`src/rtl/freq_cmp_pkg.sv`:
```
// ============================================================================
//  Module      : freq_cmp_pkg
//  Description : Shared types and constants for the freq_cmp_cal block.
//                - state_t : measurement FSM state (IDLE, CAL, RUN)
//                - UD_*    : encodings of the 2-bit glissando command
//  Revision    : 1.0  initial release
// ============================================================================
`default_nettype none

package freq_cmp_pkg;

    typedef enum logic [1:0] {
        ST_IDLE = 2'd0,
        ST_CAL  = 2'd1,
        ST_RUN  = 2'd2
    } state_t;

    localparam logic [1:0] UD_HOLD = 2'b00;
    localparam logic [1:0] UD_UP   = 2'b01;
    localparam logic [1:0] UD_DOWN = 2'b10;

endpackage

`default_nettype wire

```
`src/rtl/freq_cmp_cal_sync_edge_det.sv`:
```
// ============================================================================
//  Module      : sync_edge_det
//  Description : Two-flop synchronizer for the asynchronous oscillator square
//                wave plus a registered rising-edge pulse.
//  Ports       : clk        - system clock
//                reset_n    - asynchronous active-low reset
//                square_in  - raw square wave (asynchronous to clk)
//                square_out - synchronized square wave (second flop)
//                edge_pulse - one-cycle pulse, 3 clk after square_in rises
//  Revision    : 1.0  initial release
// ============================================================================
`default_nettype none

module sync_edge_det (
    input  logic clk,
    input  logic reset_n,
    input  logic square_in,
    output logic square_out,
    output logic edge_pulse
);

    logic r_sync1;
    logic r_sync2;
    logic r_sync3;
    logic r_edge;

    always_ff @(posedge clk or negedge reset_n) begin
        if (!reset_n) begin
            r_sync1 <= 1'b0;
            r_sync2 <= 1'b0;
            r_sync3 <= 1'b0;
            r_edge  <= 1'b0;
        end else begin
            r_sync1 <= square_in;
            r_sync2 <= r_sync1;
            r_sync3 <= r_sync2;
            // Edge flag is registered once more so the counter sees a clean
            // flop output rather than a decode of the synchronizer chain.
            r_edge  <= r_sync2 & ~r_sync3;
        end
    end

    assign square_out = r_sync2;
    assign edge_pulse = r_edge;

endmodule

`default_nettype wire

```
`src/rtl/freq_cmp_cal.sv`:
```
// ============================================================================
//  Module      : freq_cmp_cal
//  Description : Counts antenna-oscillator edges over a fixed gate window,
//                calibrates a baseline on request and then reports up/down
//                glissando commands relative to that baseline.
//  Ports       : clk          - system clock
//                reset_n      - asynchronous active-low reset
//                square_in    - raw oscillator square wave (asynchronous)
//                cal_start    - single-cycle pulse, starts calibration
//                square_out   - synchronized square wave
//                freq_up_down - 01 up, 10 down, 00 hold
//                cal_done     - high while a valid baseline exists
//                count_out    - edge count of the last completed window
//                window_done  - one-cycle pulse when results update
//  Options     : FREQ_CMP_CAL_AVG_EN - when defined, calibration averages four
//                consecutive windows instead of using a single window.
//  Revision    : 1.0  initial release
// ============================================================================
`default_nettype none

module freq_cmp_cal
    import freq_cmp_pkg::*;
#(
    parameter int GATE_CYCLES = 1048576,
    parameter int CNT_W       = 16,
    parameter int HYST        = 4
) (
    input  logic             clk,
    input  logic             reset_n,
    input  logic             square_in,
    input  logic             cal_start,
    output logic             square_out,
    output logic [1:0]       freq_up_down,
    output logic             cal_done,
    output logic [CNT_W-1:0] count_out,
    output logic             window_done
);

    localparam int                 c_win_w    = $clog2(GATE_CYCLES);
    localparam logic [c_win_w-1:0] c_win_last = c_win_w'(GATE_CYCLES - 1);
    localparam logic [c_win_w-1:0] c_win_one  = c_win_w'(1);
    localparam logic [CNT_W-1:0]   c_cnt_max  = '1;
    localparam logic [CNT_W:0]     c_cmp_max  = {1'b0, c_cnt_max};
    localparam logic [CNT_W:0]     c_hyst     = (CNT_W + 1)'(HYST);

    state_t             r_state;
    state_t             w_next_state;
    logic [c_win_w-1:0] r_win_cnt;
    logic [CNT_W-1:0]   r_edge_cnt;
    logic [CNT_W-1:0]   r_baseline;
    logic               w_edge_pulse;

    // FSM-decoded strobes
    logic w_counting;
    logic w_close;
    logic w_start_window;
    logic w_abort;
    logic w_cal_close;
    logic w_cal_last_close;
    logic w_run_close;

    // Datapath results
    logic [CNT_W-1:0] w_count;
    logic [CNT_W:0]   w_count_ext;
    logic [CNT_W:0]   w_base_ext;
    logic [CNT_W:0]   w_hi_sum;
    logic [CNT_W:0]   w_hi;
    logic [CNT_W:0]   w_lo;
    logic [1:0]       w_ud;

    sync_edge_det u_sync (
        .clk        (clk),
        .reset_n    (reset_n),
        .square_in  (square_in),
        .square_out (square_out),
        .edge_pulse (w_edge_pulse)
    );

    // ------------------------------------------------------------------
    // FSM: state register
    // ------------------------------------------------------------------
    always_ff @(posedge clk or negedge reset_n) begin
        if (!reset_n) begin
            r_state <= ST_IDLE;
        end else begin
            r_state <= w_next_state;
        end
    end

    // ------------------------------------------------------------------
    // FSM: next-state logic
    // ------------------------------------------------------------------
    always_comb begin
        w_next_state = r_state;
        case (r_state)
            ST_IDLE: if (cal_start)        w_next_state = ST_CAL;
            ST_CAL:  if (w_cal_last_close) w_next_state = ST_RUN;
            ST_RUN:  if (cal_start)        w_next_state = ST_CAL;
            default:                       w_next_state = ST_IDLE;
        endcase
    end

    // ------------------------------------------------------------------
    // FSM: output decode
    // ------------------------------------------------------------------
`ifdef FREQ_CMP_CAL_AVG_EN
    logic [1:0]       r_cal_idx;
    logic [CNT_W+1:0] r_acc;
    logic [CNT_W+1:0] w_acc_sum;

    assign w_acc_sum = r_acc + {2'b00, w_count};
`endif

    always_comb begin
        w_counting       = (r_state != ST_IDLE);
        w_close          = w_counting && (r_win_cnt == c_win_last);
        w_start_window   = cal_start && (r_state != ST_CAL);
        w_abort          = cal_start && (r_state == ST_RUN);
        w_cal_close      = w_close && (r_state == ST_CAL);
`ifdef FREQ_CMP_CAL_AVG_EN
        w_cal_last_close = w_cal_close && (r_cal_idx == 2'd3);
`else
        w_cal_last_close = w_cal_close;
`endif
        // A recalibration request beats a coincident window close.
        w_run_close      = w_close && (r_state == ST_RUN) && !cal_start;
    end

    // ------------------------------------------------------------------
    // Window and edge counters
    // ------------------------------------------------------------------
    // Count including an edge arriving in the current cycle, saturating.
    assign w_count = (r_edge_cnt == c_cnt_max) ? c_cnt_max
                                               : r_edge_cnt + CNT_W'(w_edge_pulse);

    always_ff @(posedge clk or negedge reset_n) begin
        if (!reset_n) begin
            r_win_cnt  <= '0;
            r_edge_cnt <= '0;
        end else if (!w_counting || w_start_window || w_close) begin
            r_win_cnt  <= '0;
            r_edge_cnt <= '0;
        end else begin
            r_win_cnt  <= r_win_cnt + c_win_one;
            r_edge_cnt <= w_count;
        end
    end

    // ------------------------------------------------------------------
    // Baseline comparison at CNT_W+1 bits: upper threshold clamps to the
    // counter maximum, lower threshold floors at zero.
    // ------------------------------------------------------------------
    always_comb begin
        w_count_ext = {1'b0, w_count};
        w_base_ext  = {1'b0, r_baseline};
        w_hi_sum    = w_base_ext + c_hyst;
        w_hi        = (w_hi_sum > c_cmp_max) ? c_cmp_max : w_hi_sum;
        w_lo        = (w_base_ext >= c_hyst) ? (w_base_ext - c_hyst) : '0;
        w_ud        = UD_HOLD;
        if (w_count_ext > w_hi) begin
            w_ud = UD_UP;
        end else if (w_count_ext < w_lo) begin
            w_ud = UD_DOWN;
        end
    end

    // ------------------------------------------------------------------
    // Result registers
    // ------------------------------------------------------------------
    always_ff @(posedge clk or negedge reset_n) begin
        if (!reset_n) begin
            r_baseline   <= '0;
            count_out    <= '0;
            freq_up_down <= UD_HOLD;
            cal_done     <= 1'b0;
            window_done  <= 1'b0;
        end else begin
            window_done <= 1'b0;
            if (w_abort) begin
                cal_done     <= 1'b0;
                freq_up_down <= UD_HOLD;
            end else if (w_cal_close) begin
                count_out   <= w_count;
                window_done <= 1'b1;
`ifdef FREQ_CMP_CAL_AVG_EN
                if (w_cal_last_close) begin
                    r_baseline <= w_acc_sum[CNT_W+1:2];
                    cal_done   <= 1'b1;
                end
`else
                r_baseline  <= w_count;
                cal_done    <= 1'b1;
`endif
            end else if (w_run_close) begin
                count_out    <= w_count;
                freq_up_down <= w_ud;
                window_done  <= 1'b1;
            end
        end
    end

`ifdef FREQ_CMP_CAL_AVG_EN
    // Averaging accumulator: cleared whenever a calibration begins, summed
    // over the four calibration windows.
    always_ff @(posedge clk or negedge reset_n) begin
        if (!reset_n) begin
            r_cal_idx <= '0;
            r_acc     <= '0;
        end else if (w_start_window) begin
            r_cal_idx <= '0;
            r_acc     <= '0;
        end else if (w_cal_close) begin
            r_cal_idx <= r_cal_idx + 2'd1;
            r_acc     <= w_cal_last_close ? '0 : w_acc_sum;
        end
    end
`endif

endmodule

`default_nettype wire

```
`config.mk`:
```
export PLATFORM = sky130hd
export DESIGN_NAME = freq_cmp_cal
export DESIGN_NICKNAME = d
export VERILOG_FILES = /design/src/rtl/freq_cmp_pkg.sv /design/src/rtl/freq_cmp_cal_sync_edge_det.sv /design/src/rtl/freq_cmp_cal.sv
export SDC_FILE = /design/constraint.sdc
export NUM_CORES = 1
export LEC_CHECK = 0
export BUFFER_PORTS_ARGS = -buffer_cell sky130_fd_sc_hd__buf_2
export CORE_UTILIZATION = 40
export CTS_BUF_LIST = sky130_fd_sc_hd__clkbuf_4
export DETAILED_ROUTE_END_ITERATION = 7
export GPL_ROUTABILITY_DRIVEN = 0
export PLACE_DENSITY_LB_ADDON = 0.25
export SLEW_MARGIN = 40
export SYNTH_ARGS = -nofsm -noshare
export SYNTH_HDL_FRONTEND = slang
export SYNTH_SLANG_ARGS = --single-unit
```
`constraint.sdc`:
```
create_clock -name clk -period 3.1 [get_ports clk]
set_input_delay 0.155 -clock clk [delete_from_list [all_inputs] [get_ports clk]]
set_output_delay 0.155 -clock clk [all_outputs]
set_load 0.05 [all_outputs]
```
# [Word-level counts from Yosys, hierarchy flattened]
# Index checks and enable logic that the tools add are counted.
[totals] ff_bits=78 in_bits=4 word_cells=71
[op_classes] add_sub_neg=4 magnitude_cmp=4 n_eq_ne=8 mux=20 n_bitwise=3 reduce_logical=20
[op_table] operator="2-to-1 mux 16 bit" count=4
[op_table] operator="2-to-1 mux 17 bit" count=2
[op_table] operator="adder 20 x 1 -> 20 bit, second input constant" count=1
[op_table] operator="== test 20 bit, second input constant" count=1
[op_table] operator="2-to-1 mux 20 bit" count=1
[op_table] operator="adder 16 x 3 -> 17 bit, second input constant" count=1
[op_table] operator="greater-than comparator 16 x 17 -> 1 bit" count=1
[op_table] operator="greater-than comparator 17 x 16 -> 1 bit, second input constant" count=1
[op_table] operator="less-than comparator 16 x 17 -> 1 bit" count=1
[op_table] operator="subtractor 16 x 3 -> 17 bit, second input constant" count=1
[op_table] operator="adder 16 x 1 -> 16 bit" count=1
[op_table] operator="== test 16 bit, second input constant" count=1
[op_table] operator=">= comparator 16 x 3 -> 1 bit, second input constant" count=1
[op_table] operator="2-to-1 mux 2 bit" count=7
[op_table] operator="AND reduction 2 bit" count=4
[op_table] operator="nonzero test 2 bit" count=4
[op_table] operator="logical AND 1 bit" count=6
[op_table] operator="2-to-1 mux 1 bit" count=5
[op_table] operator="!= test 2 x 1 -> 1 bit, second input constant" count=2
[op_table] operator="!= test 2 bit, second input constant" count=2
[op_table] operator="case mux 2 bit (2 select lines)" count=1
[op_table] operator="== test 2 x 1 -> 1 bit, second input constant" count=1
[op_table] operator="== test 2 bit, second input constant" count=1
[op_table] operator="logical NOT 1 bit" count=2
[op_table] operator="other kinds (5)" count=7

# [Logic depth before layout (Yosys ltp)]
[depth] word_depth=8 mapped_depth=14 depth_no_buf=14

# [Modules after synthesis]
# Synthesis repeated with hierarchy kept, for this count alone.
[unflattened] cells_unflattened=495 hier_area_um2=4890.9
[modules_own_cells] mod="freq_cmp_cal" n_inst=1 cells_each=490 area_each_um2=4777.1 seq_area_each_um2=1851.8
[modules_own_cells] mod="sync_edge_det" n_inst=1 cells_each=5 area_each_um2=113.9 seq_area_each_um2=100.1

# [Worst setup path before layout]
# No wires, ideal clock.
[synth_path] kind="register to register" start="reg r_baseline[4]" end="reg freq_up_down[0]" setup_ns=0.120 arrival_ns=3.069 required_time_ns=2.980 path_slack_ns=-0.089 stages_incl_launch_ff=15 path_cell_list="dfrtp_1 > clkbuf_1 > nand4_1 > nor3_1 > nand2_1 > nor2_1 > buf_2 > nor2_1 > ha_1 > a21oi_1 > o21ai_0 > a2111o_1 > a221oi_1 > a31oi_1 > a31o_2"
[synth_via] elab_chain_len=8
[synth_lines] element="from (decl)" line_no="freq_cmp_cal.sv:50" text="logic [CNT_W-1:0] r_baseline;"
[synth_lines] element="from (signal assigned)" line_no="freq_cmp_cal.sv:191" text="r_baseline <= w_count;"
[synth_lines] element="adder 16 x 3 -> 17 bit *" line_no="freq_cmp_cal.sv:156" text="w_hi_sum = w_base_ext + c_hyst;"
[synth_lines] element="greater-than comparator 17 x 16 -> 1 bit" line_no="freq_cmp_cal.sv:157" text="w_hi = (w_hi_sum > c_cmp_max) ? c_cmp_max : w_hi_sum;"
[synth_lines] element="2-to-1 mux 17 bit *" line_no="freq_cmp_cal.sv:157"
[synth_lines] element="greater-than comparator 16 x 17 -> 1 bit *" line_no="freq_cmp_cal.sv:160" text="if (w_count_ext > w_hi) begin"
[synth_lines] element="2-to-1 mux 2 bit *" line_no="freq_cmp_cal.sv:160"
[synth_lines] element="2-to-1 mux 2 bit *" line_no="freq_cmp_cal.sv:194" text="end else if (w_run_close) begin"
[synth_lines] element="2-to-1 mux 2 bit *" line_no="freq_cmp_cal.sv:182" text="end else if (w_cal_close) begin"
[synth_lines] element="2-to-1 mux 2 bit *" line_no="freq_cmp_cal.sv:179" text="if (w_abort) begin"
[synth_lines] element="to (signal assigned)" line_no="freq_cmp_cal.sv:196" text="freq_up_down <= w_ud;"
[synth_lines] element="to (decl)" line_no="freq_cmp_cal.sv:33" text="output logic [1:0] freq_up_down,"
# Mark *: on every way between the ends. The rest lies on a longest branch, timed or not. The select of a mux whose other input is x is not followed.
# A chain may end at the register's enable or synchronous reset.

# [Worst setup path in the final report]
[layout_path] start="reg r_baseline[10]" end="reg freq_up_down[1]"
[layout_via] elab_chain_len=8 elab_cells_between_ends=13 classes_between="add/sub (2); order compare (4); mux (7)"
[layout_lines] element="adder 16 x 3 -> 17 bit, or another cell as far along" line_no="freq_cmp_cal.sv:156"
[layout_lines] element="greater-than comparator 17 x 16 -> 1 bit or 2-to-1 mux 17 bit (tied branches)" line_no="freq_cmp_cal.sv:157, freq_cmp_cal.sv:158"
[layout_lines] element="2-to-1 mux 17 bit or less-than comparator 16 x 17 -> 1 bit (tied branches)" line_no="freq_cmp_cal.sv:157, freq_cmp_cal.sv:162"
[layout_lines] element="greater-than comparator 16 x 17 -> 1 bit or 2-to-1 mux 2 bit (tied branches)" line_no="freq_cmp_cal.sv:160, freq_cmp_cal.sv:162"
[layout_lines] element="2-to-1 mux 2 bit *" line_no="freq_cmp_cal.sv:160"
[layout_lines] element="2-to-1 mux 2 bit *" line_no="freq_cmp_cal.sv:194"
[layout_lines] element="2-to-1 mux 2 bit *" line_no="freq_cmp_cal.sv:182"
[layout_lines] element="2-to-1 mux 2 bit *" line_no="freq_cmp_cal.sv:179"
# Marks and branches as above.

==> results.yml <==
outcome:
  status: "complete, no violations"
clock_network:
  clock_latency_ns: 0.41
  cts.sinks: 78
  cts_max_path_buffers: 2
  cts_inserted_buffers: 9
  h-tree-depth: 3
  cts_root_buf: "clkbuf_4"
  path_clk_slew_ns: 0.12
  cts_tree: "built"
drt:
  drtPass1Iterations: 4
  finalWirelength_um: 10930
  ant_nets: 0
  post_drt_wl_per_cell_um: 14.40
  drtIter0Drc: 161
  vias: 3883
  drc: 0
  routed_via_density: 5.116
sta:
  slew_violations: 0
  min_period_ns: 2.991
  skew_ns: 0.01457
  fmax_ghz: 0.3343
  worstMarginPinSlew_ns: 0.7273
  final_hold_viol_count: 0
  setup_viol: 0
  slew_headroom: 0.5133
  period_share: 0.9649
logic_synthesis:
  synth-simple-area-share: 0.2525
  synth-xor-area-share: 0.09025
  yosys_warnings: 0
  synth_top_family_by_area: "simple AND/OR/NAND/NOR gates"
  yosys.area.top_type_share: 0.4190
  synth_most_common_cell: "nor2_1"
  synth-seq-area-share: 0.4190
  synthMuxAreaShare: 0.008595
  synth_fa_ha_area_frac: 0.09938
  synthTopCellsByArea: "dfrtp_1 (42%), ha_1 (9.9%), nor2_1 (7.1%)"
  avgSynthCellArea_um2: 8.610
  synth-compound-area-share: 0.08810
  syn-num-nets: 582
  postSynthCellCount: 541
  yosysUniqueCellTypes: 40
  synth-main-ff-cell: "dfrtp_1"
  syn_area_mm2: 0.004658
  synthArstFlopShare: 1.000
  synth_seq_cells: 78
  synth-edff-count: 0
  yosys.area.top_type: "dfrtp_1"
  ys_top_cells_by_count: "nor2_1 (88), dfrtp_1 (78), nand2_1 (74)"
die:
  dieArea_mm2: 0.01208
  die_x_um: 109.9
  ios: 25
  num_rows: 39
  initial_core_util: 0.4097
  core_mm2: 0.01137
  die_h_um: 109.9
global_route:
  grt_start_max_net_pins: 79
  grt_pass1_wl_um: 17720
  grt_overflow: 0
  grt_pass1_vias: 3696
  track_usage: 0.1935
  antenna_found_initial: 0
setup_path:
  end_kind: "register"
  cp-start-kind: "register"
  criticalPathCategory: "reg -> reg"
  slowest_delay_ns: 0.44
  required_ns: 3.40
  path_max_fanout: 10
  cp_slowest_cell: "dfrtp_2"
  cp.buffers_inverters: 1
  cp.arrival_ns: 3.29
  cp_common_cell: "or3_4"
  path_cells: "or3_4, or4_4, or3_4, buf_12, nand2_1, ha_1, nand4_1, nor4_4, o31ai_2, a21oi_2, o31ai_1"
  path_delay_family: "simple AND/OR/NAND/NOR gates"
cells_and_area:
  nets: 653
  drive_above_1_share: 0.2192
  final_cells: 759
  antenna_cells: 0
  area_delta_synth_final_pct: 21.27
  utilization: 0.4969
pwr:
  power.leakage_nw: 2.812
  vdd_ir_drop_max_v: 0.0003326
  cellPowerDensity_mw_per_mm2: 381.6
placement:
  place_hpwl_um: 8505
  port_buffers: 24
  dp_cells: 730
min_path:
  hold_path_class: "in -> async"
job:
  maxCapViolCount: 0
## power by group
| group | internal, mW | switching (mW) |
|---|---|---|
| sequential | 1.07 | 0.0504 |
| clock | 0.246 | 0.323 |
| combinational | 0.215 | 0.254 |
| total | 1.53 | 0.628 |
## layout by cell type (no fill, tap or decap), drive strengths merged, types with 2 or more instances in the layout
master       netlist  layout
nand3             27      27
inv               22      22
or3                3       3
o31ai              2       2
clkbuf            15      10
a21oi             17      17
buf                8      80
xnor2             27      27
mux2i              4       4
nand2             74      74
and4               5       5
nand4             16      16
a211oi             2       2
and3               9       9
clkinv             0       3
nor3              13      13
or2                2       2
nor2b              7       7
dfrtp             78      78
ha                37      37
o21ai             47      47
dlygate4sd3        0       3
nor2              88      88
xor2              21      21
nand2b             5       5
## flip-flops by register name, indices dropped and copies added (netlist names)
register	cells
r_win_cnt	20
count_out	16
r_baseline	16
r_edge_cnt	16
freq_up_down	2
r_state	2
cal_done	1
u_sync.edge_pulse	1
u_sync.r_sync1	1
u_sync.r_sync3	1
u_sync.square_out	1
window_done	1
## routing by layer
layer  vias to the layer above  track usage  wire (um)
met4                         0      0.08190        239
li1                       1969            -          -
met3                        18      0.02727        416
met2                        66       0.3080       5241
met1                      1830       0.2630       5031
met5                         -            0          0
## metrics by stage
| step | instance area (um^2) | TNS (ns) | setup slack [ns] | power [mW] | hold WS, ns |
|---|---|---|---|---|---|
| floorplan | 4663 | 0 | 0.005568 | 1.358 | -0.1406 |
| global placement | 5196 | -0.09608 | -0.09608 | 1.503 | 0.2697 |
| detailed placement | 5215 | -0.1511 | -0.1370 | 1.513 | 0.2276 |
| CTS | 5429 | 0 | 0.002193 | 2.111 | 0.3162 |
| global route | 5649 | -0.02502 | -0.01535 | 2.282 | 0.3517 |
| finish | 5649 | 0 | 0.1087 | 2.156 | 0.3062 |
## path summary, 6_finish.rpt
kind / to / start / slack (ns) / depth (start not counted)
max: freq_up_down[1] / r_baseline[10] / 0.11 / 11
min: cal_done / reset_n / 0.31 / 2
max reg2reg: freq_up_down[1] / r_baseline[10] / 0.11 / 11
min reg2reg: u_sync.square_out / u_sync.r_sync1 / 0.36 / 0
max in group asynchronous: r_baseline[10] / reset_n / 2.29 / 2
min in group clk: u_sync.square_out / u_sync.r_sync1 / 0.36 / 0
## layout make-up
cell class	instances	area (um^2)
Clock inverter	5	51.30
Timing Repair Buffer	83	600.6
Sequential cell	78	1954
Inverter	22	82.58
Tap cell	143	178.9
Fill cell	1088	5720
Clock buffer	10	75.07
Multi-Input combinational cell	418	2706
## timing repair
action / in CTS / in global routing
endpoints found under the hold margin: 80 / 0
pin swaps: 1 / 18
buffers inserted: 3 / 8
hold buffers: 3 / 0
endpoints found under the setup margin: 2 / 2
resized for setup: 6 / 35
## cell families after synthesis
| kind of cell | Yosys count |
|---|---|
| simple gates | 254 |
| mux | 4 |
| xor+xnor | 48 |
| flops | 78 |
| compound gates | 75 |
| fa+ha+maj | 37 |
| buf+inv | 45 |
Power figures use the tool's default switching activity.
